===== config.mk =====
export PLATFORM = sky130hd
export DESIGN_NAME = bin_to_bcd_seq
export DESIGN_NICKNAME = d
export VERILOG_FILES = /design/src/rtl/bin_to_bcd_seq.sv
export SDC_FILE = /design/constraint.sdc
export NUM_CORES = 1
export LEC_CHECK = 0
export BUFFER_PORTS_ARGS = -buffer_cell sky130_fd_sc_hd__buf_2
export CAP_MARGIN = 20
export CORE_ASPECT_RATIO = 0.8
export CORE_UTILIZATION = 50
export CTS_CLUSTER_DIAMETER = 50
export CTS_CLUSTER_SIZE = 20
export DETAILED_ROUTE_END_ITERATION = 8
export PLACE_DENSITY = 0.73
export SLEW_MARGIN = 20
export SYNTH_ARGS = -nofsm -noshare
export SYNTH_HDL_FRONTEND = slang
export SYNTH_SLANG_ARGS = --single-unit

===== constraint.sdc =====
create_clock -name clk -period 1.3 [get_ports clk]
set_input_delay 0.13 -clock clk [delete_from_list [all_inputs] [get_ports clk]]
set_output_delay 0.13 -clock clk [all_outputs]
set_load 0.01 [all_outputs]

===== src/rtl/bin_to_bcd_seq.sv =====
// -----------------------------------------------------------------------------
// bin_to_bcd_seq
//
// Iterative shift-and-add-3 (double dabble) binary-to-BCD converter. One input
// bit is consumed per clock. The result is the value modulo 10^DIGITS. Any
// weight above the top digit is folded into a sticky overflow flag.
//
// Ports
//   clk    in   1          rising-edge clock
//   rst    in   1          asynchronous, active-high reset
//   start  in   1          conversion request, only looked at in IDLE
//   bin    in   WIDTH      binary value, captured on the accepting edge
//   busy   out  1          high whenever the FSM is not in IDLE
//   done   out  1          one-cycle pulse; bcd/ovf hold the new result
//   bcd    out  4*DIGITS   packed BCD, [3:0]=units, [7:4]=tens, ...
//   ovf    out  1          value >= 10^DIGITS (upper digits were dropped)
//
// State table
//   state   | meaning
//   S_IDLE  | waiting for start; bcd/ovf hold the last result
//   S_SHIFT | WIDTH edges of add-3 followed by shift-left
//   S_DONE  | single cycle with done=1, then back to IDLE
// -----------------------------------------------------------------------------
module bin_to_bcd_seq #(
    parameter int WIDTH  = 6,
    parameter int DIGITS = 2
) (
    input  logic                  clk,
    input  logic                  rst,
    input  logic                  start,
    input  logic [WIDTH-1:0]      bin,
    output logic                  busy,
    output logic                  done,
    output logic [4*DIGITS-1:0]   bcd,
    output logic                  ovf
);

    localparam int BW = 4 * DIGITS;
    localparam int CW = $clog2(WIDTH + 1);

    typedef enum logic [1:0] {
        S_IDLE  = 2'd0,
        S_SHIFT = 2'd1,
        S_DONE  = 2'd2
    } state_t;

    state_t           state_q,   state_d;
    logic [WIDTH-1:0] shreg_q,   shreg_d;
    logic [BW-1:0]    scratch_q, scratch_d;
    logic [CW-1:0]    cnt_q,     cnt_d;
    logic             sticky_q,  sticky_d;
    logic [BW-1:0]    bcd_q,     bcd_d;
    logic             ovf_q,     ovf_d;

    // Per-nibble add-3 correction. Nibbles never exceed 9 here, so the
    // 4-bit sum cannot wrap and no carry between digits is needed.
    logic [BW-1:0]    adj;
    logic [BW-1:0]    scratch_nxt;
    logic [WIDTH-1:0] shreg_nxt;
    logic             sticky_nxt;

    always_comb begin
        adj = '0;
        for (int i = 0; i < DIGITS; i++) begin
            if (scratch_q[4*i +: 4] >= 4'd5) begin
                adj[4*i +: 4] = scratch_q[4*i +: 4] + 4'd3;
            end else begin
                adj[4*i +: 4] = scratch_q[4*i +: 4];
            end
        end
    end

    // {sticky, adj, shreg} shifted left by one; the bit falling off the top
    // digit would belong to a digit we do not keep, so it only marks overflow.
    always_comb begin
        scratch_nxt = {adj[BW-2:0], shreg_q[WIDTH-1]};
        shreg_nxt   = {shreg_q[WIDTH-2:0], 1'b0};
        sticky_nxt  = sticky_q | adj[BW-1];
    end

    always_comb begin
        state_d   = state_q;
        shreg_d   = shreg_q;
        scratch_d = scratch_q;
        cnt_d     = cnt_q;
        sticky_d  = sticky_q;
        bcd_d     = bcd_q;
        ovf_d     = ovf_q;

        case (state_q)
            S_IDLE: begin
                if (start) begin
                    shreg_d   = bin;
                    scratch_d = '0;
                    cnt_d     = CW'(WIDTH);
                    sticky_d  = 1'b0;
                    state_d   = S_SHIFT;
                end
            end
            S_SHIFT: begin
                shreg_d   = shreg_nxt;
                scratch_d = scratch_nxt;
                sticky_d  = sticky_nxt;
                cnt_d     = cnt_q - CW'(1);
                // Publish only on the last bit so no partial value is seen.
                if (cnt_q == CW'(1)) begin
                    bcd_d   = scratch_nxt;
                    ovf_d   = sticky_nxt;
                    state_d = S_DONE;
                end
            end
            S_DONE: begin
                state_d = S_IDLE;
            end
            default: begin
                state_d = S_IDLE;
            end
        endcase
    end

    always_ff @(posedge clk or posedge rst) begin
        if (rst) begin
            state_q   <= S_IDLE;
            shreg_q   <= '0;
            scratch_q <= '0;
            cnt_q     <= '0;
            sticky_q  <= 1'b0;
            bcd_q     <= '0;
            ovf_q     <= 1'b0;
        end else begin
            state_q   <= state_d;
            shreg_q   <= shreg_d;
            scratch_q <= scratch_d;
            cnt_q     <= cnt_d;
            sticky_q  <= sticky_d;
            bcd_q     <= bcd_d;
            ovf_q     <= ovf_d;
        end
    end

    assign busy = (state_q != S_IDLE);
    assign done = (state_q == S_DONE);
    assign bcd  = bcd_q;
    assign ovf  = ovf_q;

endmodule


==> impl_metrics.ini, run 1 <==
[drt]
wl_per_cell_um = 16.0
drcViolationCount = 0
ant_nets = 0
via_count = 1230
first_pass_iters = 6
vias_per_cell = 5.47
routed_wl_mm = 3.60
drt_iter0_drc = 100

[global_routing]
grt_max_degree = 30
grt_usage_pct = 25.9
grt_pass1_vias = 1191
grt_pass1_wl_mm = 5.44
antenna_found_initial = 0
grt_overflow = 0

[setup_path]
cp.required_ps = 1590
crit_arrival_ps = 1720
critPathTopFamily = flip-flops
cp_cell_sequence = inv_1, ha_4, nand2b_4, a21oi_4, mux2i_2, mux2_4
cpPeakStageDelay_ps = 450
cp_max_fo = 3
worstSetupPathType = register to register
worstSetupStartpointType = register
endpoint_kind = register
crit_slowest_cell = dfrtp_2
crit_start = scratch_q[4]$_DFFE_PP0P_
critPathBufInv = 1
r2r-start = scratch_q[4]$_DFFE_PP0P_

[layout]
layout_common_cells = 27 x dfrtp_1, 20 x buf_4, 19 x buf_2
multiInputGateArea_um2 = 808
diodes = 0
fin_nets = 203
final_common_cell = dfrtp_1
fin_cells = 225
final_layout_size_suffix_gt1_share_pct = 49.7
seqCellArea_um2 = 728
nFillCells = 149
final_util_pct = 79.2
syn2layout_area_growth_pct = 42.6

[yosys]
synth_edf_count = 0
synthArstFlopShare_pct = 100
synth.avg_cell_area_um2 = 10.5
netlist_area_um2 = 1430
synth_flop_cell = dfrtp_1
synth_top_cell_area_share_pct = 50.6
ys_seq_area_share_pct = 50.6
netlist-cell-type-count = 28
yosysTopAreaCell = dfrtp_1
syn_inst = 137
yosys-top-cells-area = dfrtp_1 51%, o21ai_0 5.9%, ha_1 5.2%
synth_nets = 152
ys_ff_latch = 29
yosys_warnings = 0

[die]
die_w_um = 61.9
initial_core_util_pct = 55.5
boundaryPins = 20
die_area_um2 = 3090
rows = 16
core_area_um2 = 2580
die_y_um = 49.9

[min_path]
worstHoldStart = bin[5]
worstHoldPathType = input pin to register

[pwr]
powerDensity_nw_per_um2 = 2440
ir_drop_mv = 1.64
power_uw = 4990
p_leak_uw = 0.000949

[timing]
fin_worst_skew_ps = 10.9
finalCritPeriodShare_pct = 110
slew_headroom_pct = 75.4
finalMaxSlewViolations = 0
timing.fmax_ghz = 0.699
setup_slack_ps = -130
hold_violations = 0
setup_violations = 12
period_needed_ps = 1430
tightest_slew_ps = 370
rsz0062_at_grt = yes

[clock_tree]
numCtsBuffers = 5
clkLatencyLatePin_ps = 340
clock_sinks = 29
htree_levels = 2
cts_tree = built
cts_root_buf = clkbuf_4
clockBufferDepth = 2
path_clk_slew_ps = 100

[place]
dp_hpwl_mm = 2.17
gp_congestion = 0.821
port_buffers = 19
dp.cells = 205

[outcome]
violations = setup timing
run_status = complete, but fails checks

[run]
drv_cap = 0
[stage by stage]
stage / area (um2) / hold WS (ps) / setup TNS [ps] / setup slack (ps)
final: 2040 / 83.8 / -1070 / -130
after global routing: 2040 / 107 / -1940 / -207
after CTS: 1900 / 85.9 / -927 / -116
after detailed placement: 1750 / 233 / -643 / -115
after global placement: 1750 / 210 / -191 / -43.1
after floorplan: 1490 / 208 / -98.3 / -34.1
[cells in the mapped netlist, types with 2 or more instances]
cell       number
a22oi_1         3
xnor2_1         2
nand2b_1        4
ha_1            6
dfrtp_1        29
nor2_1          4
mux2i_1         2
a2bb2oi_1       2
a22o_1          5
inv_1           9
mux2_4          4
nor3b_1         6
a21oi_2         2
nand2_1        17
clkbuf_1        2
buf_4           2
nor2b_1         4
o21ai_0        17
a21oi_1         8
[final timing paths]
path | to | slack, ps | cells past startpoint
setup / recovery | bcd[6]$_DFFE_PP0P_ | -130 | 6
hold / removal | shreg_q[5]$_DFFE_PP0P_ | 80 | 3
setup reg to reg | bcd[6]$_DFFE_PP0P_ | -130 | 6
hold reg to reg | bcd[0]$_DFFE_PP0P_ | 500 | 2
max in group asynchronous | scratch_q[0]$_DFFE_PP0P_ | 600 | 4
min in group asynchronous | scratch_q[5]$_DFFE_PP0P_ | 400 | 4
[sequential cells by signal, summed over array words and instances (netlist names)]
signal and flops:
state_q 2, sticky_q 1, scratch_q 8, cnt_q 3, bcd 8, shreg_q 6
ovf 1
[logic make-up after synthesis]
kind of cell	count (synthesis)	synth area share, %
compound gates	40	17.7
simple gates	39	14.5
flops	29	50.6
buf+inv	15	5.15
mux	6	5.58
fa+ha+maj	6	5.24
xor+xnor	2	1.22
[layout make-up]
type                    count  share of cell area, %
multi-input cells          93                   39.5
flip-flops and latches     29                   35.6
repair buffers             49                   18.1
well taps                  36                   2.20
inverters                  10                   2.08
clock buffers               6                   2.02
clock inverters             2                  0.490
[repair_timing]
| action | in CTS | in global routing |
|---|---|---|
| hold buffers | 1 | 0 |
| endpoints found under the setup margin | 15 | 24 |
| cloned | 0 | 1 |
| pin swaps | 3 | 8 |
| buffers inserted | 7 | 3 |
| hold endpoints to repair | 29 | 0 |
| resized for setup | 14 | 33 |
[tightest hold or removal path, stage by stage]
cell and delay (ps):
buf_2 80, a22oi_2 50, o21ai_1 120
[power breakdown]
part           leakage [uW]  total (uW)  switching (uW)  internal, uW
logic              0.000559        2800            1280          1520
registers          0.000358        1660             369          1290
clock network     0.0000320         529             323           205
[metal layers]
layer / GRT usage (%) / share of wire (%)
met1: 31.7 / 43
met4: 11.5 / 1.6
met3: 9.71 / 4.8
met2: 40.1 / 51
met5: 0 / 0
Note: power is estimated with default switching activity, not from simulation.
==> inputs of run 2 (changes only) <==
- REMOVE_ABC_BUFFERS: unset -> 1
==> run 2 against run 1 <==
Effect of this change:
- the flow still finishes with violations (setup timing)
- largest cell class unchanged
- critical endpoint is now bcd[4]$_DFFE_PP0P_
- sequential share of layout area down 0.21 points
- critical path depth unchanged
- critical path type unchanged
- largest power group unchanged
- sequential power about the same
- clock power up 5.5%
- combinational power about the same
==> impl_metrics.ini, run 2 (synthesized netlist as in run 1, its figures left out) <==
[setup_path]
critPathBufInv = 1
cp_max_fo = 3
cpPeakStageDelay_ps = 400
cp.required_ps = 1570
crit_slowest_cell = dfrtp_1
cp.depth = 6
worstSetupStartpointType = register
crit_start = scratch_q[1]$_DFFE_PP0P_
crit_arrival_ps = 1690
critPathTopFamily = flip-flops
worstSetupPathType = register to register
cp-endpoint = bcd[4]$_DFFE_PP0P_
r2r-end = bcd[4]$_DFFE_PP0P_
endpoint_kind = register
r2r_cells = 6
r2r-start = scratch_q[1]$_DFFE_PP0P_
r2r_setup_slack_ps = -120
cp_cell_sequence = inv_2, ha_2, nand2b_4, nor3b_1, a21oi_2, o21ai_0

[clock_tree]
clockBufferDepth = 2
clock_sinks = 29
htree_levels = 2
cts_tree = built
cts_root_buf = clkbuf_4
path_clk_slew_ps = 100
numCtsBuffers = 5
clkLatencyLatePin_ps = 350

[place]
dp_hpwl_mm = 2.36
gp_congestion = 0.779
port_buffers = 19

[layout]
final_util_pct = 79.4
diodes = 0
fin_nets = 201
final_layout_size_suffix_gt1_share_pct = 50.8
syn2layout_area_growth_pct = 42.9
layout_common_cells = 29 x dfrtp_1, 18 x buf_4, 17 x nand2_1, 17 x buf_2, 10 x buf_6
final_common_cell = dfrtp_1

[drt]
first_pass_iters = 4
vias_per_cell = 5.70
drcViolationCount = 0
drt_iter0_drc = 105
via_count = 1272
wl_per_cell_um = 17.8
routed_wl_mm = 3.98
ant_nets = 0

[timing]
tightest_slew_ps = 374
fin_worst_skew_ps = 12.3
setup_slack_ps = -123
finalMaxSlewViolations = 0
slew_headroom_pct = 75.1
period_needed_ps = 1420
holdWs_ps = 95.4
tns_ps = -1240
finalCritPeriodShare_pct = 109
timing.fmax_ghz = 0.703
hold_violations = 0
rsz0062_at_grt = yes
setup_violations = 13

[global_routing]
grt_usage_pct = 27.5
grt_pass1_wl_mm = 5.92
grt_pass1_vias = 1271
grt_max_degree = 30
antenna_found_initial = 0
grt_overflow = 0

[die]
core_area_um2 = 2580
initial_core_util_pct = 55.5
die_w_um = 61.9
rows = 16
die_y_um = 49.9
boundaryPins = 20
die_area_um2 = 3090

[pwr]
p_leak_uw = 0.000952
switching_share_pct = 40.9
p_int_uw = 2980
switchingPower_uw = 2060
p_clk_share_pct = 11.1
p_comb_share_pct = 56.0
power_uw = 5040
ir_drop_mv = 1.53
powerDensity_nw_per_um2 = 2460
sequentialPowerShare_pct = 32.9

[min_path]
worstHoldPathType = input pin to register

[outcome]
violations = setup timing
run_status = complete, but fails checks

[run]
drv_cap = 0
-- run 2: changes by cell type in the layout (fill, tap and decap cells not counted), moves of 2 or more --
| cell | change |
|---|---|
| buf_2 | -2 |
| buf_4 | -2 |
| buf_6 | +3 |
| dfrtp_1 | +2 |
| dfrtp_2 | -2 |
| nor2_1 | -2 |
| nor2_2 | +2 |
-- run 2: area by class of cell --
cell class	instances	area, um2
Timing Repair Buffer	47	363
Tap cell	36	45.0
Inverter	10	42.5
Multi-Input combinational cell	93	818
Clock buffer	5	37.5
Fill cell	136	533
Clock inverter	3	17.5
Sequential cell	29	726
-- run 2: worst min-delay path by stage --
| stage | slack, ps | cells past startpoint | endpoint | from |
|---|---|---|---|---|
| floorplan | 210 | 1 | bcd[0]$_DFFE_PP0P_ | rst |
| global placement | 210 | 3 | ovf$_DFFE_PP0P_ | rst |
| detailed placement | 220 | 3 | sticky_q$_DFFE_PP0P_ | rst |
| CTS | 110 | 3 | shreg_q[5]$_DFFE_PP0P_ | bin[5] |
| global route | 130 | 3 | shreg_q[5]$_DFFE_PP0P_ | bin[5] |
| finish | 100 | 3 | shreg_q[5]$_DFFE_PP0P_ | bin[5] |
-- run 2: what timing repair did --
item                                    CTS  global route
hold buffers                              1             0
endpoints found under the hold margin    29             0
setup buffers                             6             1
pin swaps                                 2             5
endpoints found under the setup margin   19            24
gates resized for setup                  26            35
-- run 2: power groups by stage --
| stage | Combinational (uW) | Sequential, uW | Clock (uW) |
|---|---|---|---|
| finish | 2820 | 1660 | 558 |
| global route | 3070 | 1700 | 597 |
| CTS | 2510 | 1590 | 545 |
| detailed placement | 2100 | 1580 | 0 |
| global placement | 1980 | 1560 | 0 |
| floorplan | 1170 | 1630 | 0 |
-- run 2: through the flow --
stage	setup slack (ps)	std cells	cell area, um2
3_5_place_dp	-208	207	1700
6_report	-123	223	2050
3_3_place_gp	-141	207	1700
5_1_grt	-210	223	2050
2_1_floorplan	-405	132	1400
4_1_cts	-97.4	222	1930
-- run 2: worst register-to-register path: cells and delay by family, from the launching register on --
family	cells	cell delay [ps]
adder cells (fa/ha/maj)	1	170
AO/OA/AOI/OAI	2	280
AND/OR/NAND/NOR	2	400
flip-flops	1	400
buffers and inverters	1	100
-- run 2: layer usage --
metal / GRT usage, % / wire length [um] / vias up
met4: 14.4 / 200 / 0
met1: 32.1 / 1490 / 624
met5: 0 / 0 / -
met3: 7.35 / 227 / 23
li1: - / - / 574
met2: 45.0 / 2060 / 51
